**config.mk**
```make
export PLATFORM = sky130hd
export DESIGN_NAME = dbg_loader
export DESIGN_NICKNAME = d
export VERILOG_FILES = /design/src/rtl/dbg_loader.sv
export SDC_FILE = /design/constraint.sdc
export NUM_CORES = 1
export LEC_CHECK = 0
export BUFFER_PORTS_ARGS = -buffer_cell sky130_fd_sc_hd__buf_2
export CORE_ASPECT_RATIO = 0.6
export CORE_MARGIN = 3
export CORE_UTILIZATION = 36
export CTS_CLUSTER_DIAMETER = 60
export DETAILED_ROUTE_END_ITERATION = 10
export MAX_ROUTING_LAYER = met4
export PLACE_DENSITY_LB_ADDON = 0.25
export SLEW_MARGIN = 25
export SYNTH_ARGS = -nofsm -noshare
export SYNTH_HDL_FRONTEND = slang
export SYNTH_SLANG_ARGS = --single-unit
```
**constraint.sdc**
```tcl
create_clock -name i_clk -period 2.75 [get_ports i_clk]
set_input_delay 0.1375 -clock i_clk [delete_from_list [all_inputs] [get_ports i_clk]]
set_output_delay 0.1375 -clock i_clk [all_outputs]
set_load 0.01 [all_outputs]
```
**src/rtl/dbg_loader.sv**
```systemverilog
// ---------------------------------------------------------------------------
// dbg_loader -- host-driven debug loader.
//
// Byte-oriented command engine sitting between a host UART and the CPU memory
// bus. Commands received in IDLE:
//   'W' (0x57) + 4 address bytes + 4 data bytes -> 32-bit write, reply 0x06
//   'R' (0x52) + 4 address bytes                -> 32-bit read, reply 4 bytes LE
//   'G' (0x47) release the CPU from reset, reply 0x06
//   'H' (0x48) hold the CPU in reset, reply 0x06
//   anything else                               -> reply 0x15
// Multi-byte fields are little-endian (first byte lands in bits 7:0).
//
// Optional feature: define DBG_LOADER_TIMEOUT_EN to abort an ADDR/DATA phase
// after TIMEOUT_CYCLES cycles without a byte (reply 0x15, no memory access).
//
// Parameters:
//   MEM_CYCLES     cycles o_dbg_mem_op stays high per access (>= 1)
//   TIMEOUT_CYCLES inter-byte timeout (only with DBG_LOADER_TIMEOUT_EN)
//   HOLD_ON_RESET  1 = CPU held in reset after block reset
//
// Ports:
//   i_clk, i_reset          clock, synchronous active-high reset
//   i_rx_data, i_rx_valid   received host byte + one-cycle strobe
//   o_tx_data, o_tx_valid   response byte, held until i_tx_ready
//   i_tx_ready              transmitter accepts the byte
//   o_cpu_n_reset           active-low CPU reset
//   o_dbg_mem_op            debug port owns the memory bus
//   o_dbg_wren              byte write enables (F on write, 0 on read)
//   o_dbg_adr, o_dbg_do     access address / write data
//   i_dbg_di                read data, valid on the last o_dbg_mem_op cycle
// ---------------------------------------------------------------------------
module dbg_loader #(
    parameter int MEM_CYCLES     = 2,
    parameter int TIMEOUT_CYCLES = 1000000,
    parameter int HOLD_ON_RESET  = 1
) (
    input  logic        i_clk,
    input  logic        i_reset,
    input  logic [7:0]  i_rx_data,
    input  logic        i_rx_valid,
    output logic [7:0]  o_tx_data,
    output logic        o_tx_valid,
    input  logic        i_tx_ready,
    output logic        o_cpu_n_reset,
    output logic        o_dbg_mem_op,
    output logic [3:0]  o_dbg_wren,
    output logic [31:0] o_dbg_adr,
    output logic [31:0] o_dbg_do,
    input  logic [31:0] i_dbg_di
);

    localparam int MCW = (MEM_CYCLES > 1) ? $clog2(MEM_CYCLES) : 1;
    localparam logic [MCW-1:0] MC_LAST = MCW'(MEM_CYCLES - 1);

    localparam logic [7:0] CMD_W = 8'h57;
    localparam logic [7:0] CMD_R = 8'h52;
    localparam logic [7:0] CMD_G = 8'h47;
    localparam logic [7:0] CMD_H = 8'h48;
    localparam logic [7:0] ACK   = 8'h06;
    localparam logic [7:0] NAK   = 8'h15;

    typedef enum logic [2:0] {
        S_IDLE,
        S_ADDR,
        S_DATA,
        S_MEM,
        S_RESP
    } state_t;

    state_t r_state, w_state_nxt;

    logic [1:0]     r_cnt;        // byte index within ADDR/DATA field
    logic           r_is_write;
    logic [31:0]    r_asm;        // little-endian shift-in assembler
    logic [31:0]    r_adr_hold;   // write address parked until data arrives
    logic [31:0]    r_adr;
    logic [31:0]    r_do;
    logic [MCW-1:0] r_mem_cnt;
    logic [31:0]    r_resp;       // response bytes, current byte in [7:0]
    logic [1:0]     r_resp_left;  // bytes remaining after the current one
    logic           r_cpu_n_reset;

    logic [31:0] w_asm_nxt;
    logic        w_field_done;
    logic        w_mem_done;
    logic        w_tx_acc;
    logic        w_resp_last;
    logic        w_timeout;

    // New byte enters at the top so after four bytes the first is in [7:0].
    assign w_asm_nxt    = {i_rx_data, r_asm[31:8]};
    assign w_field_done = i_rx_valid && (r_cnt == 2'd3);
    assign w_mem_done   = (r_mem_cnt == MC_LAST);
    assign w_tx_acc     = (r_state == S_RESP) && i_tx_ready;
    assign w_resp_last  = w_tx_acc && (r_resp_left == 2'd0);

`ifdef DBG_LOADER_TIMEOUT_EN
    localparam int TW = $clog2(TIMEOUT_CYCLES + 1);
    localparam logic [TW-1:0] TO_LAST = TW'(TIMEOUT_CYCLES - 1);

    logic [TW-1:0] r_to_cnt;
    logic          w_in_field;

    assign w_in_field = (r_state == S_ADDR) || (r_state == S_DATA);
    assign w_timeout  = w_in_field && !i_rx_valid && (r_to_cnt == TO_LAST);

    always_ff @(posedge i_clk) begin
        if (i_reset || i_rx_valid || !w_in_field)
            r_to_cnt <= '0;
        else
            r_to_cnt <= r_to_cnt + 1'b1;
    end
`else
    logic w_unused_to;
    assign w_unused_to = ^TIMEOUT_CYCLES;
    assign w_timeout   = 1'b0;
`endif

    // State register
    always_ff @(posedge i_clk) begin
        if (i_reset)
            r_state <= S_IDLE;
        else
            r_state <= w_state_nxt;
    end

    // Next state and bus/tx strobes
    always_comb begin
        w_state_nxt  = r_state;
        o_tx_valid   = 1'b0;
        o_dbg_mem_op = 1'b0;
        o_dbg_wren   = 4'h0;
        case (r_state)
            S_IDLE: begin
                if (i_rx_valid) begin
                    if (i_rx_data == CMD_W || i_rx_data == CMD_R)
                        w_state_nxt = S_ADDR;
                    else
                        w_state_nxt = S_RESP;
                end
            end
            S_ADDR: begin
                if (w_timeout)
                    w_state_nxt = S_RESP;
                else if (w_field_done)
                    w_state_nxt = r_is_write ? S_DATA : S_MEM;
            end
            S_DATA: begin
                if (w_timeout)
                    w_state_nxt = S_RESP;
                else if (w_field_done)
                    w_state_nxt = S_MEM;
            end
            S_MEM: begin
                o_dbg_mem_op = 1'b1;
                o_dbg_wren   = r_is_write ? 4'hF : 4'h0;
                if (w_mem_done)
                    w_state_nxt = S_RESP;
            end
            S_RESP: begin
                o_tx_valid = 1'b1;
                if (w_resp_last)
                    w_state_nxt = S_IDLE;
            end
            default: w_state_nxt = S_IDLE;
        endcase
    end

    // Datapath
    always_ff @(posedge i_clk) begin
        if (i_reset) begin
            r_cnt         <= 2'd0;
            r_is_write    <= 1'b0;
            r_asm         <= '0;
            r_adr_hold    <= '0;
            r_adr         <= '0;
            r_do          <= '0;
            r_mem_cnt     <= '0;
            r_resp        <= '0;
            r_resp_left   <= 2'd0;
            r_cpu_n_reset <= (HOLD_ON_RESET == 0);
        end else begin
            case (r_state)
                S_IDLE: begin
                    r_cnt     <= 2'd0;
                    r_mem_cnt <= '0;
                    if (i_rx_valid) begin
                        r_resp_left <= 2'd0;
                        case (i_rx_data)
                            CMD_W: r_is_write <= 1'b1;
                            CMD_R: r_is_write <= 1'b0;
                            CMD_G: begin
                                r_cpu_n_reset <= 1'b1;
                                r_resp        <= {24'd0, ACK};
                            end
                            CMD_H: begin
                                r_cpu_n_reset <= 1'b0;
                                r_resp        <= {24'd0, ACK};
                            end
                            default: r_resp <= {24'd0, NAK};
                        endcase
                    end
                end
                S_ADDR, S_DATA: begin
                    if (w_timeout) begin
                        r_resp      <= {24'd0, NAK};
                        r_resp_left <= 2'd0;
                    end else if (i_rx_valid) begin
                        r_asm <= w_asm_nxt;
                        r_cnt <= r_cnt + 2'd1;
                        // Bus outputs only change when an access is about to
                        // start, so a write keeps its address parked until
                        // the data field completes.
                        if (w_field_done) begin
                            if (r_state == S_DATA) begin
                                r_adr <= r_adr_hold;
                                r_do  <= w_asm_nxt;
                            end else if (r_is_write) begin
                                r_adr_hold <= w_asm_nxt;
                            end else begin
                                r_adr <= w_asm_nxt;
                            end
                        end
                    end
                end
                S_MEM: begin
                    if (w_mem_done) begin
                        r_mem_cnt <= '0;
                        if (r_is_write) begin
                            r_resp      <= {24'd0, ACK};
                            r_resp_left <= 2'd0;
                        end else begin
                            r_resp      <= i_dbg_di;
                            r_resp_left <= 2'd3;
                        end
                    end else begin
                        r_mem_cnt <= r_mem_cnt + 1'b1;
                    end
                end
                S_RESP: begin
                    if (w_tx_acc) begin
                        r_resp      <= {8'd0, r_resp[31:8]};
                        r_resp_left <= r_resp_left - 2'd1;
                    end
                end
                default: ;
            endcase
        end
    end

    assign o_tx_data     = r_resp[7:0];
    assign o_cpu_n_reset = r_cpu_n_reset;
    assign o_dbg_adr     = r_adr;
    assign o_dbg_do      = r_do;

endmodule

```
-- Word-level counts from Yosys, hierarchy flattened
Index checks and enable logic that the tools add are counted.
- word-level logic and storage cells: 88
- register bits: 170
- input port bits: 44
- bitwise logic cells: 1
- multiplexer cells: 31
- add/subtract/negate cells: 3
- reductions and logical operators: 24
- eq/ne operators: 18
- operators by type and width (kind ; count):
    $mux W32 ; 6
    $pmux W32 S3 ; 1
    $pmux W32 S2 ; 1
    $eq A8 B7 Y1 const B ; 4
    $mux W3 ; 6
    $ne A2 B2 Y1 const B ; 8
    $pmux W3 S5 ; 1
    $reduce_and A5 Y1 ; 3
    $reduce_and A4 Y1 ; 3
    $mux W2 ; 5
    $mux W4 ; 2
    $reduce_bool A2 Y1 ; 4
    $eq A3 B2 Y1 const B ; 2
    $pmux W1 S2 ; 3
    $pmux W2 S3 ; 1
    $reduce_and A3 Y1 ; 2
    $reduce_or A2 Y1 ; 3
    $mux W1 ; 4
    $pmux W2 S2 ; 1
    $reduce_and A2 Y1 ; 2
    $eq A3 B1 Y1 const B ; 1
    $eq A3 B3 Y1 const B ; 1
    $logic_and A1 B1 Y1 ; 3
    $logic_not A3 Y1 ; 1
    other kinds (9) ; 9

-- Longest topological paths before layout
Gate-level depths: netlist of the first run.
- word-level depth: 5
- mapped depth: 8
- mapped depth without buffers: 5

-- Worst setup path before layout of the first run
OpenSTA, ideal clock, no wires.
- kind: register to register
- from: reg r_state[0]
- to: reg r_adr[10], in the netlist o_dbg_adr[10]
- arrival time: 1956 ps
- required time: 2659 ps
- cell stages (with the launch flop): 8
- path slack: 703 ps
- clock period less this slack: 2047 ps
- cells stage by stage: dfxtp_1 clkbuf_1 or3b_1 buf_2 a2111oi_4 buf_4 nor2_1 a311oi_1
- word-level cells in the longest chain between the ends: 3
- elaborated cells between the ends (all ways): 6
- classes of those cells: eq/ne: 3; mux: 1; reduce/logical: 2
- RTL lines (what ; line ; RTL):
    start: declaration ; 70 ; state_t r_state, w_state_nxt;
    start signal: assignment ; 124 ; r_state <= w_state_nxt;
    $eq A3 B2 Y1 or $eq A3 B1 Y1 (tied branches) ; 183, 215 ;
    $ne A2 B1 Y1 (no line) or $reduce_or A2 Y1 (tied branches) ; - ;
    $reduce_and A4 Y1 (no line) ; - ;
    end signal: assignment ; 216 ; r_adr <= r_adr_hold;
    end signal: assignment ; 221 ; r_adr <= w_asm_nxt;
    end: declaration ; 76 ; logic [31:0] r_adr;
Parallel ways exist; a longest one is shown, timed or not.
A chain may end at the register's enable or synchronous reset.

-- Final worst setup path of the first run
- from: reg r_state[2]
- to: reg r_resp[13]
- word-level cells in the longest chain between the ends: 4
- elaborated cells between the ends (all ways): 11
- classes of those cells: eq/ne: 6; mux: 1; reduce/logical: 4
- RTL lines (what ; line ; RTL):
    $eq A3 B3 Y1 ; 94, 183 ;
    $logic_and A1 B1 Y1 ; 94 ; assign w_tx_acc = (r_state == S_RESP) && i_tx_ready;
    $ne A2 B2 Y1 (no line) ; - ;
    $reduce_and A5 Y1 (no line) ; - ;
    end signal: assignment ; 194 ; r_resp <= {24'd0, ACK};
    end signal: assignment ; 198 ; r_resp <= {24'd0, ACK};
    end signal: assignment ; 200 ; default: r_resp <= {24'd0, NAK};
    end: declaration ; 79 ; logic [31:0] r_resp;
Parallel ways exist; a longest one is shown, timed or not.

==> results.txt, run 1 <==
Status = completed
WS Path Type = reg -> reg
Routed via count = 6339
Logic pwr share = 5.9%
H-tree Lvls = 4
Synthesized area = 6680 µm²
Die H = 111 µm
Detailed Place HPWL = 13.5 mm
Die area = 20300 µm²
Clk_skew = 0.0148 ns
Largest family of logic cells by synthesized area = compound AO/OA/AOI/OAI gates
Post-synth ARST share = 0%
Initial Util = 37.8%
Maximum clock rate = 0.436 GHz
Final Max Tran Viols = 0
Largest area contributor in the netlist = dfxtp_1
Cts repair resizes = 0
ANT cells = 0
Flop pwr share = 47.2%
Post-Synth XOR/XNOR Area = 0.262%
Most frequent cells in the layout = 183 x nand2_1, 162 x dfxtp_1, 129 x a21oi_1, 121 x buf_2, 44 x o21ai_0
Post-synth EDFFs = 0
Yosys warns = 0
Layout cells sized above 1 = 20.7%
Total GRT Usage = 20.9%
Buffers on Ports = 122
Slew headroom = 49.2%
Avg Inst Size Synth = 8.00 µm²
Starting DRT DRC Count = 760
Clock Tree Buf Depth = 2
Number of global-route vias before repair = 5766
Most used DFF post-synth = dfxtp_1
Leakage = 2.91 nW
CTS tree = built
Final hold viol count = 0
Mapped Cells = 834
Die X = 182 µm
Post-synthesis mux area share = 0%
Initial antenna violation count = 0
Worst hold path class = in -> reg
Avg WL per Cell = 17.7 µm
Setup_tns = 0 ns
IO Pins = 123
Critical-path cell list = or3_1 -> or4_1 -> buf_4 -> a21oi_1 -> a211oi_1
Critical Path End Type = register
Total CTS buffers = 17
Reg clk slew, reported paths = 0.07 ns
Final WL = 20.6 mm
Yosys top cell area share = 48.6%
Yosys reg bits = 162
Switching Share = 26.6%
CTS sink cnt = 162
Area growth from synthesis to layout = 21.7%
RSZ-0062 raised after global routing = false
Top cells by area, synth = dfxtp_1 49%, nand2_1 10%, a21oi_1 9.7%
Count of cell types in the netlist = 46
Peak VDD IR = 0.412 mV
Post-route clock period utilization = 83.4%
Switching power total = 1.36 mW
Row count = 37
Total gr overflow = 0
DR DRC count = 0
P per Cell Area = 627 nW/µm²
Sequential element share of the synthesized area = 48.6%
Worst path top cell family by delay = simple AND/OR/NAND/NOR gates
Synthesized-area fraction occupied by adder cells = 0.375%
# setup viols final = 0
Fin crit period = 2.29 ns
Simple-gate share of the synthesized area = 19.5%
Most common cell after layout, fill and taps aside = nand2_1
Antenna-violating nets left = 0
Skew-Pair Late Insertion Delay = 0.43 ns
Slowest CP cell = or4_1
Nets = 965
Placer congestion estimate = 0.811
Core Region = 17600 µm²
Largest stage delay, worst path = 0.85 ns
Pin count of the biggest net entering global routing = 67
Worst EP required = 3.03 ns
Pint = 3.73 mW
Crit path DAT = 2.57 ns
Clk network pwr share = 46.9%
Worst Path Buf+Inv = 1
Vias per cell = 5.44
Max Cap Viol = 0
Synth Net Count = 880
TritonRoute pass-1 iters = 5
Least-Margin Pin Slew = 0.761 ns
Util after Layout = 46.1%
Final hold slack = 0.0279 ns
Complex-gate fraction of the synthesized area = 24.8%
CP startpoint kind = register
First-pass GRT wire length = 33.1 mm
CTS root buffer = clkbuf_16
Worst Path Max Fanout = 17
-- path summary, 6_finish.rpt --
| kind | start | end | slack (ns) | cells past startpoint |
|---|---|---|---|---|
| max | r_state[2]$_SDFFE_PP0P_ | r_resp[13]$_SDFFE_PP0P_ | 0.46 | 5 |
| min | i_rx_data[5] | r_adr_hold[29]$_SDFFE_PP0P_ | 0.03 | 3 |
| max reg2reg | r_state[2]$_SDFFE_PP0P_ | r_resp[13]$_SDFFE_PP0P_ | 0.46 | 5 |
| min reg2reg | o_dbg_do[4]$_SDFFE_PP0P_ | o_dbg_do[4]$_SDFFE_PP0P_ | 0.46 | 2 |
-- registers in the layout (all words and copies together) (netlist names) --
register       count
o_dbg_adr         32
o_dbg_do          32
r_adr_hold        32
r_resp            32
r_asm             24
r_state            3
r_cnt              2
r_resp_left        2
o_cpu_n_reset      1
r_is_write         1
r_mem_cnt          1
-- power groups by stage --
stage	combinational, mW	sequential (mW)	clock, mW
6_report	0.299	2.40	2.39
5_1_grt	0.330	2.41	2.54
4_1_cts	0.296	2.40	2.43
3_5_place_dp	0.287	2.46	0
3_3_place_gp	0.286	2.46	0
2_1_floorplan	0.189	2.45	0
-- logic make-up after synthesis --
| group | count (synthesis) |
|---|---|
| compound gates | 268 |
| simple gates | 300 |
| buf+inv | 100 |
| flops | 162 |
| xor+xnor | 2 |
| fa+ha+maj | 2 |
-- synthesized netlist by cell type, types with 4 or more instances --
cell / instances
a211oi_1: 27
buf_2: 5
inv_1: 8
a22oi_1: 22
a21oi_1: 129
nand3_1: 35
nor3_1: 4
nor2_1: 42
clkbuf_1: 70
nand4_1: 9
buf_4: 14
nand2_1: 183
dfxtp_1: 162
a311oi_1: 35
o21ai_0: 44
-- per-layer routing --
metal,vias to the layer above,share of wire (%),track usage (%)
li1,3111,-,-
met1,2987,54,34.5
met2,221,37,24.8
met3,20,7.9,4.15
met4,0,1.1,4.72
met5,-,0,-
-- stage by stage --
stage          power, mW  area, µm²  std cells  setup slack [ns]
6_report            5.09       8120       1166             0.457
5_1_grt             5.27       8120       1166             0.310
4_1_cts             5.13       8120       1166             0.453
3_5_place_dp        2.74       7440       1126             0.456
3_3_place_gp        2.74       7440       1126             0.477
2_1_floorplan       2.64       6680        834             0.703
-- tightest hold or removal path, delay by kind of cell --
kind            cells  cell delay [ns]
buf+inv             1             0.14
compound gates      1             0.05
simple gates        1             0.07
-- layout make-up --
class | instances | area [µm²]
Clock buffer | 17 | 425
Clock inverter | 15 | 179
Fill cell | 1736 | 9510
Inverter | 8 | 30.0
Multi-Input combinational cell | 572 | 3030
Sequential cell | 162 | 3240
Tap cell | 234 | 293
Timing Repair Buffer | 158 | 928
-- timing repair --
item	4_1_cts	5_1_grt
hold buffers	8	0
endpoints found under the setup margin	0	0
hold endpoints to repair	8	0
buffers inserted	0	0
(Power assumes the default switching activity.)
==> run 2, diff against run 1 <==
clock period = 2.4 ns   (was 2.75 ns; I/O delays follow)
==> run 2 against run 1 <==
Design area is 0.57% higher. Die area is the same. Final cell count about the same. Clock skew fell by 0.0024 ns. Combinational power rose by 18%. Clock-buffer cell count unchanged. Core utilization up 0.26 points. Critical path type is now reg -> out. Largest cell class unchanged.
==> results.txt, run 2 (synthesized netlist as in run 1, its figures left out) <==
Final Max Tran Viols = 0 (unchanged)
Core Region = 17600 µm² (unchanged)
Pin count of the biggest net entering global routing = 69 (was 67)
Final WL = 20.9 mm (was 20.6 mm)
Peak VDD IR = 0.500 mV (was 0.412 mV)
TritonRoute pass-1 iters = 6 (was 5)
Flop pwr share = 47.6% (was 47.2%)
Clock Tree Buf Depth = 2 (unchanged)
# setup viols final = 0 (unchanged)
Maximum clock rate = 0.439 GHz
Total CTS buffers = 17 (unchanged)
Row count = 37 (unchanged)
Register-to-Register Setup Slack = 0.22 ns (was 0.46 ns)
Reg clk slew, reported paths = 0.07 ns (about the same)
Total GRT Usage = 20.6% (was 20.9%)
Number of hold buffers added after cts = 8 (unchanged)
Initial Util = 37.8% (unchanged)
Fin crit period = 2.28 ns
IO Pins = 123 (unchanged)
Multi-input gate area = 3030 µm² (unchanged)
CTS tree = built (unchanged)
Reg2reg start = r_state[2]$_SDFFE_PP0P_ (unchanged)
Nets = 966 (was 965)
Die area = 20300 µm² (unchanged)
Leakage = 2.92 nW (was 2.91 nW)
CP startpoint kind = register (unchanged)
Cts repair resizes = 0 (unchanged)
P per Cell Area = 709 nW/µm² (was 627 nW/µm²)
Final hold slack = 0.0417 ns (was 0.0279 ns)
Setup_tns = 0 ns (unchanged)
Post-route clock period utilization = 94.9%
Crit path DAT = 2.16 ns (was 2.57 ns)
Buffers on Ports = 122 (unchanged)
H-tree Lvls = 4 (unchanged)
Logic pwr share = 6.1% (was 5.9%)
Critical Path End Type = primary output (was register)
Max Cap Viol = 0 (unchanged)
Slew headroom = 58.6% (was 49.2%)
Die H = 111 µm (unchanged)
Total gr overflow = 0 (unchanged)
Starting DRT DRC Count = 759 (was 760)
Pint = 4.26 mW (was 3.73 mW)
ANT cells = 0 (unchanged)
Hold Path End = r_asm[27]$_SDFFE_PP0P_ (was r_adr_hold[29]$_SDFFE_PP0P_)
Switching power total = 1.53 mW (was 1.36 mW)
Routed via count = 6343 (was 6339)
Hold path startpoint = i_rx_data[3] (was i_rx_data[5])
Number of global-route vias before repair = 5639 (was 5766)
Area growth from synthesis to layout = 22.4% (was 21.7%)
Die X = 182 µm (unchanged)
Most common cell after layout, fill and taps aside = nand2_1 (unchanged)
Storage cell area = 3240 µm² (unchanged)
Antenna-violating nets left = 0 (unchanged)
DR DRC count = 0 (unchanged)
CTS sink cnt = 162 (unchanged)
Worst Path Max Fanout = 26 (was 17)
Skew-Pair Late Insertion Delay = 0.43 ns (about the same)
WS Path Type = reg -> out (was reg -> reg)
First-pass GRT wire length = 32.5 mm (was 33.1 mm)
Switching Share = 26.5% (was 26.6%)
Worst hold path class = in -> reg (unchanged)
Worst EP required = 2.28 ns (was 3.03 ns)
Placer congestion estimate = 0.833 (was 0.811)
Clk_skew = 0.0123 ns (was 0.0148 ns)
Layout cells sized above 1 = 20.8% (was 20.7%)
# Post-CTS Setup Buffers = 0 (unchanged)
Crit Reg-Reg Endpoint = r_resp[12]$_SDFFE_PP0P_ (was r_resp[13]$_SDFFE_PP0P_)
Initial antenna violation count = 0 (unchanged)
Detailed Place HPWL = 13.5 mm (about the same)
Vias per cell = 5.44 (about the same)
Avg WL per Cell = 17.9 µm (was 17.7 µm)
Clk network pwr share = 46.3% (was 46.9%)
Least-Margin Pin Slew = 0.616 ns (was 0.761 ns)
R2R depth = 5 (unchanged)
Most frequent cells in the layout = 183 x nand2_1, 162 x dfxtp_1, 129 x a21oi_1, 121 x buf_2, 44 x o21ai_0 (unchanged)
CTS root buffer = clkbuf_16 (unchanged)
RSZ-0062 raised after global routing = false (unchanged)
Status = completed (unchanged)
# fillers = 1733 (was 1736)
WHS Path Cells = 3 (unchanged)
Final hold viol count = 0 (unchanged)
## run 2: layer usage
metal  wire length [µm]  up-vias  GRT usage [%]
li1                   -     3117              -
met1              10900     2973           33.4
met2               7800      232           24.7
met3               1980       21           5.03
met4                210        0           4.61
met5                  0        -              -
## run 2: through the flow
stage                     total power, mW  utilization [%]  worst slack [ns]  cells  cell area (µm²)
after floorplan                      3.02                -             0.353    834             6680
after global placement               3.15             42.6             0.300   1127             7510
after detailed placement             3.15             42.6             0.251   1127             7510
after CTS                            5.82             46.3             0.132   1167             8170
after global routing                 5.99             46.3            0.0508   1167             8170
final                                5.79             46.3             0.122   1167             8170
## run 2: how the worst max path moves through the flow
stage                            startpoint                    endpoint  slack (ns)  cells past startpoint
detailed placement  r_state[2]$_SDFFE_PP0P_      r_resp[9]$_SDFFE_PP0P_        0.25                      5
global placement    r_state[2]$_SDFFE_PP0P_     r_resp[14]$_SDFFE_PP0P_        0.30                      5
CTS                 r_state[1]$_SDFFE_PP0P_                  o_tx_valid        0.13                      5
floorplan           r_state[0]$_SDFFE_PP0P_  o_dbg_adr[10]$_SDFFE_PP0P_        0.35                      7
finish              r_state[0]$_SDFFE_PP0P_                  o_tx_valid        0.12                      5
global route        r_state[0]$_SDFFE_PP0P_                  o_tx_valid        0.05                      5
## run 2: power groups by stage
stage	clock (mW)	sequential (mW)	combinational [mW]
3_5_place_dp	0	2.82	0.338
2_1_floorplan	0	2.81	0.216
5_1_grt	2.85	2.76	0.387
3_3_place_gp	0	2.82	0.335
6_report	2.68	2.76	0.352
4_1_cts	2.71	2.75	0.348
## run 2: critical path, cell delays in order (launching register included)
cell and delay [ns]:
dfxtp_1 0.35, buf_4 0.18, or3b_2 0.53, inv_1 0.16
buf_4 0.32, buf_2 0.19
## run 2: final cells by class
class,count,area share (%)
clock inverter,15,1.90
multi-input combinational,572,37.0
sequential,162,39.7
inverter,8,0.368
clock buffer,17,5.21
tap,234,3.58
timing repair buffer,159,12.2
==> run 3, diff against run 2 <==
CTS_CLUSTER_SIZE = 25   (was unset)
clock period = 2.1 ns   (was 2.4 ns; I/O delays follow)
==> run 3 against run 2 <==
Die area is the same. Sequential power grew 14%. Core utilization grew 0.89 points. Final cell count grew 0.94%. Clock skew grew 0.0012 ns. Clock-buffer cell count grew 2. Largest cell class unchanged.
==> results.txt, run 3 (synthesized netlist as in run 1, its figures left out) <==
Status = completed (unchanged)
Core Region = 17600 µm² (unchanged)
Fin crit period = 1.99 ns
Layout cells sized above 1 = 21.7% (was 20.8%)
Detailed Place HPWL = 13.7 mm (was 13.5 mm)
Vias per cell = 5.44 (about the same)
Final WL = 21.1 mm (was 20.9 mm)
Starting DRT DRC Count = 817 (was 759)
Skew-Pair Late Insertion Delay = 0.42 ns (was 0.43 ns)
Routed via count = 6408 (was 6343)
Final Max Tran Viols = 0 (unchanged)
Final hold viol count = 0 (unchanged)
Setup_tns = 0 ns (unchanged)
WS Path Type = reg -> out (unchanged)
Worst hold path class = in -> reg (unchanged)
Slew headroom = 57.9% (was 58.6%)
Initial Util = 37.8% (unchanged)
Switching Share = 25.7% (was 26.5%)
ANT cells = 0 (unchanged)
Post-route clock period utilization = 94.5%
Critical Path End Type = primary output (unchanged)
Least-Margin Pin Slew = 0.626 ns (was 0.616 ns)
CTS root buffer = clkbuf_16 (unchanged)
Number of global-route vias before repair = 5676 (was 5639)
Max Cap Viol = 0 (unchanged)
Most frequent cells in the layout = 183 x nand2_1, 162 x dfxtp_1, 129 x a21oi_1, 121 x buf_2, 44 x o21ai_0 (unchanged)
First-pass GRT wire length = 32.5 mm (about the same)
Overall power = 6.56 mW (was 5.79 mW)
IO Pins = 123 (unchanged)
Maximum clock rate = 0.504 GHz
Total GRT Usage = 20.4% (was 20.6%)
Largest stage delay, worst path = 0.46 ns (was 0.53 ns)
Pint = 4.87 mW (was 4.26 mW)
Pin count of the biggest net entering global routing = 65 (was 69)
Avg WL per Cell = 17.9 µm (about the same)
Worst path top cell family by delay = buffers and inverters (unchanged)
Initial antenna violation count = 0 (unchanged)
RSZ-0062 raised after global routing = false (unchanged)
Clock Tree Buf Depth = 2 (unchanged)
Worst Path Max Fanout = 12 (was 26)
Total gr overflow = 0 (unchanged)
Buffers on Ports = 122 (unchanged)
# setup viols final = 0 (unchanged)
P per Cell Area = 788 nW/µm² (was 709 nW/µm²)
Slowest CP cell = or3b_2 (unchanged)
Total CTS buffers = 17 (unchanged)
Leakage = 2.98 nW (was 2.92 nW)
Switching power total = 1.69 mW (was 1.53 mW)
Die area = 20300 µm² (unchanged)
Reg clk slew, reported paths = 0.07 ns (about the same)
Die H = 111 µm (unchanged)
Clk_skew = 0.0136 ns (was 0.0123 ns)
Placer congestion estimate = 0.830 (was 0.833)
Flop pwr share = 48.0% (was 47.6%)
CTS tree = built (unchanged)
Worst Path Buf+Inv = 4 (unchanged)
H-tree Lvls = 4 (unchanged)
Clk network pwr share = 45.6% (was 46.3%)
# fillers = 1724 (was 1733)
Critical-path cell list = buf_6 -> or3b_2 -> inv_1 -> buf_4 -> buf_2 (was buf_4 -> or3b_2 -> inv_1 -> buf_4 -> buf_2)
TritonRoute pass-1 iters = 5 (was 6)
Row count = 37 (unchanged)
CP startpoint kind = register (unchanged)
Crit path DAT = 1.88 ns (was 2.16 ns)
DR DRC count = 0 (unchanged)
Antenna-violating nets left = 0 (unchanged)
CTS sink cnt = 162 (unchanged)
Most common cell after layout, fill and taps aside = nand2_1 (unchanged)
Die X = 182 µm (unchanged)
Nets = 977 (was 966)
Worst EP required = 2.00 ns (was 2.28 ns)
Peak VDD IR = 0.553 mV (was 0.500 mV)
Logic pwr share = 6.4% (was 6.1%)
Area growth from synthesis to layout = 24.7% (was 22.4%)
-- run 3: changes by cell type in the layout (fill, tap and decap cells not counted), sizes merged --
| cell | previous run | this run |
|---|---|---|
| clkbuf | 17 | 20 |
| clkinv | 6 | 2 |
| clkinvlp | 0 | 5 |
| buf | 151 | 161 |
| inv | 17 | 14 |
-- run 3: per-layer routing --
metal / up-vias / share of wire (%) / routed length [µm] / global-route usage (%)
li1: 3126 / - / - / -
met1: 3065 / 54 / 11400 / 34.3
met2: 205 / 38 / 7980 / 24.3
met3: 12 / 7.7 / 1630 / 3.75
met4: 0 / 0.55 / 116 / 3.65
met5: - / 0 / 0 / -
-- run 3: timing repair --
action | in CTS | in global routing
hold endpoints to repair | 8 | 0
resized for setup | 0 | 3
setup buffers | 0 | 1
hold buffers | 8 | 0
endpoints found under the setup margin | 0 | 33
-- run 3: final cells by class --
| cell class | count | area (µm²) | share of cell area (%) |
|---|---|---|---|
| Sequential cell | 162 | 3240 | 38.9 |
| Multi-Input combinational cell | 572 | 3030 | 36.4 |
| Timing Repair Buffer | 170 | 1170 | 14.0 |
| Clock buffer | 19 | 443 | 5.32 |
| Tap cell | 234 | 293 | 3.52 |
| Clock inverter | 13 | 118 | 1.41 |
| Inverter | 8 | 30.0 | 0.361 |
-- run 3: worst min-delay path: stages --
cell     delay (ns)
buf_2          0.17
nand2_1        0.07
a21oi_1        0.05
-- run 3: worst paths after layout --
kind,from,end,slack [ns],depth (start not counted)
max reg2reg,r_state[1]$_SDFFE_PP0P_,o_dbg_adr[2]$_SDFFE_PP0P_,0.13,5
min reg2reg,o_dbg_do[5]$_SDFFE_PP0P_,o_dbg_do[5]$_SDFFE_PP0P_,0.45,2
max,r_state[2]$_SDFFE_PP0P_,o_tx_valid,0.11,5
min,i_rx_data[3],r_asm[27]$_SDFFE_PP0P_,0.04,3
-- run 3: through the flow --
stage	instances	area [µm²]	utilization, %	hold slack (ns)	worst slack, ns
6_report	1178	8330	47.2	0.0355	0.115
5_1_grt	1178	8330	47.2	0.0480	0.00299
4_1_cts	1176	8290	47.0	0.0166	0.0755
3_5_place_dp	1136	7650	43.4	0.376	0.153
3_3_place_gp	1136	7650	43.4	0.374	0.107
2_1_floorplan	834	6680	-	0.241	0.0529
-- run 3: power by group through the flow --
| stage | sequential (mW) | clock (mW) | combinational (mW) |
|---|---|---|---|
| floorplan | 3.21 | 0 | 0.247 |
| finish | 3.15 | 2.99 | 0.421 |
| global route | 3.15 | 3.14 | 0.459 |
| detailed placement | 3.22 | 0 | 0.404 |
| global placement | 3.22 | 0 | 0.402 |
| CTS | 3.15 | 3.02 | 0.416 |
